[src/rtl/lfsr_run_ctrl.sv]
// rtl/lfsr_run_ctrl.sv - command sequencer driving load/step strobes of an LFSR datapath
//
// Accepts LOAD / RUN / STOP / NOP commands on a valid/ready handshake and
// turns them into lfsr_load / lfsr_step strobes for the external LFSR core.
//
// Ports:
//   clk, rst_n          clock, asynchronous active-low reset
//   ena                 design enable; low freezes state and counters
//   cmd_valid/cmd_ready command handshake (cmd_ready is combinational)
//   cmd_op, cmd_arg     00 NOP, 01 LOAD (seed), 10 RUN (N, 0 = free-run), 11 STOP
//   lfsr_q              current datapath state
//   lfsr_load/lfsr_seed load strobe and seed for the datapath
//   lfsr_step           advance strobe for the datapath
//   busy, done, cmd_err status: busy in LOAD/RUN/DONE, end-of-run pulse, ignored-command pulse
//   step_cnt            steps issued since the last accepted RUN
//
// Optional build macro: LFSR_LOCKUP_RESEED_EN
//   When defined, a zero lfsr_q seen during RUN replaces the next step with a
//   reload of DEFAULT_SEED; that cycle is not counted as a step.

module lfsr_run_ctrl #(
  parameter int              WIDTH        = 8,
  parameter int              CNT_W        = 8,
  parameter logic [WIDTH-1:0] DEFAULT_SEED = WIDTH'(1)
) (
  input  logic             clk,
  input  logic             rst_n,
  input  logic             ena,
  input  logic             cmd_valid,
  output logic             cmd_ready,
  input  logic [1:0]       cmd_op,
  input  logic [CNT_W-1:0] cmd_arg,
  input  logic [WIDTH-1:0] lfsr_q,
  output logic             lfsr_load,
  output logic [WIDTH-1:0] lfsr_seed,
  output logic             lfsr_step,
  output logic             busy,
  output logic             done,
  output logic             cmd_err,
  output logic [CNT_W-1:0] step_cnt
);

  typedef enum logic [1:0] {
    S_IDLE = 2'd0,
    S_LOAD = 2'd1,
    S_RUN  = 2'd2,
    S_DONE = 2'd3
  } state_t;

  localparam logic [1:0] OP_NOP  = 2'b00;
  localparam logic [1:0] OP_LOAD = 2'b01;
  localparam logic [1:0] OP_RUN  = 2'b10;
  localparam logic [1:0] OP_STOP = 2'b11;

  state_t           state, state_d;
  logic [CNT_W-1:0] remaining, rem_d;
  logic [CNT_W-1:0] cnt_d;
  logic [WIDTH-1:0] seed_d;
  logic             load_d, step_d, done_d, err_d, busy_d;
  logic             last_step;
  logic             cmd_accept;

  assign cmd_ready  = ena && (state == S_IDLE || state == S_RUN);
  assign cmd_accept = cmd_valid && cmd_ready;

`ifndef LFSR_LOCKUP_RESEED_EN
  // lfsr_q only matters for lockup recovery.
  logic unused_lfsr_q;
  assign unused_lfsr_q = ^lfsr_q;
`endif

  always_comb begin
    state_d   = state;
    rem_d     = remaining;
    cnt_d     = step_cnt;
    seed_d    = lfsr_seed;
    load_d    = 1'b0;
    step_d    = 1'b0;
    done_d    = 1'b0;
    err_d     = 1'b0;
    last_step = 1'b0;

    if (ena) begin
      unique case (state)
        S_IDLE: begin
          if (cmd_accept) begin
            unique case (cmd_op)
              OP_LOAD: begin
                state_d = S_LOAD;
                load_d  = 1'b1;
                seed_d  = (cmd_arg[WIDTH-1:0] == '0) ? DEFAULT_SEED : cmd_arg[WIDTH-1:0];
              end
              OP_RUN: begin
                state_d = S_RUN;
                step_d  = 1'b1;
                cnt_d   = '0;
                rem_d   = cmd_arg;
              end
              OP_STOP: err_d = 1'b1;
              default: ;
            endcase
          end
        end

        S_LOAD: state_d = S_IDLE;

        S_RUN: begin
          // Accounting happens in the cycle the step strobe is high, so a
          // step that a STOP arrives alongside is still counted.
          if (lfsr_step) begin
            cnt_d = step_cnt + CNT_W'(1);
            // remaining == 0 means free-run: never decremented, never ends.
            if (remaining != '0) begin
              rem_d     = remaining - CNT_W'(1);
              last_step = (remaining == CNT_W'(1));
            end
          end

          if (cmd_accept && (cmd_op == OP_LOAD || cmd_op == OP_RUN)) begin
            err_d = 1'b1;
          end

          if (last_step || (cmd_accept && cmd_op == OP_STOP)) begin
            state_d = S_DONE;
            done_d  = 1'b1;
          end else begin
`ifdef LFSR_LOCKUP_RESEED_EN
            // Only reseed once; the datapath takes the seed at the end of
            // the load cycle, so lfsr_q may still read zero during it.
            if (lfsr_q == '0 && !lfsr_load) begin
              load_d = 1'b1;
              seed_d = DEFAULT_SEED;
            end else begin
              step_d = 1'b1;
            end
`else
            step_d = 1'b1;
`endif
          end
        end

        S_DONE: state_d = S_IDLE;

        default: state_d = S_IDLE;
      endcase
    end

    busy_d = (state_d != S_IDLE);
  end

  always_ff @(posedge clk or negedge rst_n) begin
    if (!rst_n) begin
      state     <= S_IDLE;
      remaining <= '0;
      step_cnt  <= '0;
      lfsr_seed <= DEFAULT_SEED;
      lfsr_load <= 1'b0;
      lfsr_step <= 1'b0;
      busy      <= 1'b0;
      done      <= 1'b0;
      cmd_err   <= 1'b0;
    end else begin
      state     <= state_d;
      remaining <= rem_d;
      step_cnt  <= cnt_d;
      lfsr_seed <= seed_d;
      lfsr_load <= load_d;
      lfsr_step <= step_d;
      busy      <= busy_d;
      done      <= done_d;
      cmd_err   <= err_d;
    end
  end

endmodule

[config.mk]
export PLATFORM = sky130hd
export DESIGN_NAME = lfsr_run_ctrl
export DESIGN_NICKNAME = d
export VERILOG_FILES = /design/src/rtl/lfsr_run_ctrl.sv
export SDC_FILE = /design/constraint.sdc
export NUM_CORES = 1
export LEC_CHECK = 0
export ABC_AREA = 1
export CORE_UTILIZATION = 49
export CTS_CLUSTER_SIZE = 28
export DETAILED_ROUTE_END_ITERATION = 12
export GPL_TIMING_DRIVEN = 0
export HOLD_SLACK_MARGIN = 0.1
export PLACE_DENSITY = 0.83
export SLEW_MARGIN = 30
export SYNTH_ARGS = -nofsm -noshare
export SYNTH_HDL_FRONTEND = slang
export SYNTH_SLANG_ARGS = --single-unit
[constraint.sdc]
create_clock -name clk -period 1.8 [get_ports clk]
set_input_delay 0.36 -clock clk [delete_from_list [all_inputs] [get_ports clk]]
set_output_delay 0.36 -clock clk [all_outputs]
set_load 0.03 [all_outputs]
==> metrics.md <==
| Metric | Value |
|---|---|
| Status | complete, no violations |
| Power consumption | about 3300 uW |
| Sink Count | 31 |
| Cell Area, Placed | 0.00227 mm^2 |
| Min cycle time layout | 1.74 ns |
| Area growth syn-to-layout | 28.6% |
| Die height | around 63 um |
| Max clock buf depth | 2 |
| Via density | 4.81 |
| Largest area contributor in the netlist | dfrtp_1 |
| Critical path cell sequence | clkdlybuf4s50_1 |
| Number of antenna violations at the first check in global routing | 0 |
| Worst skew pair latency | 0.29 ns |
| Finished Cell Area | 0.00236 mm^2 |
| CP endpoint kind | output port |
| Complex-gate fraction of the synthesized area | 9.95% |
| H-tree depth | 2 |
| Fin Clk Skew | 0.00587 ns |
| Synth top area share | 40.9% |
| CP Launch Type | flip-flop |
| Required time worst endpoint | between 1 and 1.5 ns |
| Final #Nets | 303 |
| Placed cell count | roughly 310 |
| HP Class | flip-flop to flip-flop |
| Vias in the first global route | 1434 |
| Boundary Pins | 44 |
| Die area | approximately 0.004 mm^2 |
| Number of synthesized flops with an enable pin | 0 |
| Prevailing post-synth register cell | dfrtp_1 |
| Die span in x | between 60 and 70 um |
| Flops & latches, synth | 31 |
| Cells after Synth | 230 |
| Post-synthesis mux area share | 0% |
| Worst Tran Pin Value | roughly 0.37 ns |
| CP max-delay cell | clkdlybuf4s50_1 |
| Hpwl dp | approximately 2700 um |
| Power per Cell Area | roughly 1400 mW/mm^2 |
| Final Cycle Share | 96.5% |
| Layout cell share with drive strength beyond 1 | between 10% and 20% |
| Post-synthesis adder-cell area fraction | 4.77% |
| Post-Syn Area per Cell | between 7 and 8 um^2 |
| Fin. Hold Viols | 0 |
| Syn Std Cell Area | 0.00184 mm^2 |
| Part of the Yosys area used for sequential elements | roughly 42% |
| Maximum number of pins on one net before global-route repair | 19 |
| Most common library cells after synthesis | nand2_1 (58), inv_1 (33), dfrtp_1 (30) |
| DRT antenna net count | 0 |
| Top cells by area, synth | dfrtp_1 (41%), nand2_1 (12%), inv_1 (6.7%), ha_1 (4.8%), nor2_1 (4.7%) |
| Port buffer count | 35 |
| Post-synthesis simple-gate area fraction | around 32% |
| WL per Instance | 11.7 um |
| Slowest stage delay, CP | around 0.69 ns |
| Core area | 0.00347 mm^2 |
| Largest family of logic cells by synthesized area | simple AND/OR/NAND/NOR gates |
| TritonCTS clock tree | yes |
| FILL cells | between 200 and 300 |
| Buffers & Inverters on Critical Path | 1 |
| Fin util | 68.1% |
| Leakage | ~0.0013 uW |
| CTS buffer count | 5 |
| Detailed Routing Iterations Pass 1 | 4 |
| DRC | 0 |
| First-pass GRT wire length | between 6000 and 7000 um |
| Initial DRC count | 89 |
| Critical path type | flip-flop to output port |
| Antenna Diode Count | 0 |
| Fmax | 576 MHz |
| Total gr overflow | 0 |
| Placer congestion estimate | 0.849 |
| Crit-path max FO | 3 |
| Most frequent cell after synthesis | nand2_1 |
| Max_slew headroom | 75.2% |
| Synth Area in XOR/XNOR | less than 1% |
| Routed WL | 3750 um |
| Clock Root Buffer | clkbuf_8 |
| Worst vdd ir | 0.000960 V |
| RSZ-0062 raised after global routing | no |
| Post-Layout Cell Count | 321 |
| Yosys Warn Count | 0 |
| Library cells used by synthesis | 31 |
| Setup violations, final | 0 |
| Async SR Flop Fraction | 100% |
| Kind of cell adding the most delay to the critical path | buffers and inverters |
| Starting Density | 53.0% |
| Mapped Nets | 259 |
| CP arrival | 1.38 ns |
| Row cnt | 21 |
| Vias | 1543 |
| Global Route Usage Sum | between 20% and 30% |
| Max-slew violations | 0 |
| Worst-path clk slew | 0.06 ns |
| Max-Cap Viols | 0 |
## kinds of logic after synthesis
logic type | Yosys count
simple gates | 117
xor+xnor | 2
buf+inv | 41
flops | 31
fa+ha+maj | 7
compound gates | 32
## per-layer routing
layer | global-route usage (%) | vias to the layer above | share of wire [%]
met1 | 29.3 | 676 | 48
li1 | - | 817 | -
met3 | 6.16 | 8 | 4.5
met2 | 31.6 | 42 | 45
met5 | 0 | - | 0
met4 | 12.5 | 0 | 2.4
## sequential cells by signal, indices dropped and copies added, names as in the netlist
| signal | flops |
|---|---|
| cmd_err | 1 |
| remaining | 8 |
| busy | 1 |
| done | 1 |
| step_cnt | 8 |
| lfsr_step | 1 |
| lfsr_seed | 8 |
| state | 2 |
| lfsr_load | 1 |
## layout make-up
class,instances,area (um^2),share of cell area [%]
timing repair buffer,37,388,16.4
sequential,31,777,32.9
buffer,3,33.8,1.43
clock buffer,8,80.1,3.39
tap,46,57.6,2.44
multi-input combinational,158,876,37.1
inverter,38,150,6.36
## report_power, final
part           leakage [uW]  switching [uW]  internal [uW]  total (uW)
Combinational      0.000836            1010            639        1650
Sequential         0.000393             200            941        1140
Clock             0.0000395             257            274         532
## cells in the final DEF, fill, tap and decap left out, types with 2 or more instances in the layout
cell / instances
clkbuf_8: 5
clkbuf_1: 3
o21ai_2: 3
o21bai_1: 2
nand3_1: 14
ha_1: 7
nor2_2: 4
nand2_2: 2
buf_2: 2
clkdlybuf4s50_1: 26
inv_2: 3
nand2_8: 2
dlygate4sd2_1: 2
o21ai_0: 8
nor3_1: 2
buf_6: 3
o21ai_1: 5
inv_1: 33
dlymetal6s2s_1: 5
dfrtp_1: 30
nand4_1: 6
nor2_1: 23
nand2_1: 58
a21oi_1: 12
## stage by stage
stage,TNS (ns),worst slack (ns),hold WS [ns]
after CTS,0,0.0106,0.490
after global placement,-7.85,-0.327,0.468
after floorplan,0,0.305,0.0644
after detailed placement,-0.400,-0.352,0.293
final,0,0.0628,0.495
after global routing,0,0.0174,0.526
## final timing paths
path	start	slack [ns]	endpoint	cells past startpoint
setup / recovery	lfsr_step	0.06	lfsr_step	1
hold / removal	remaining[6]	0.49	remaining[6]	2
min in group asynchronous	rst_n	0.52	remaining[5]	2
max in group asynchronous	rst_n	0.87	remaining[1]	3
hold reg to reg	remaining[6]	0.49	remaining[6]	2
setup reg to reg	remaining[0]	0.16	remaining[0]	9
## repair_timing
item / in CTS / in global routing
endpoints found under the setup margin: 3 / 6
setup buffers: 0 / 0
gates resized for setup: 5 / 7
endpoints found under the hold margin: 12 / 0
hold buffers: 1 / 0
Power figures use the tool's default switching activity.
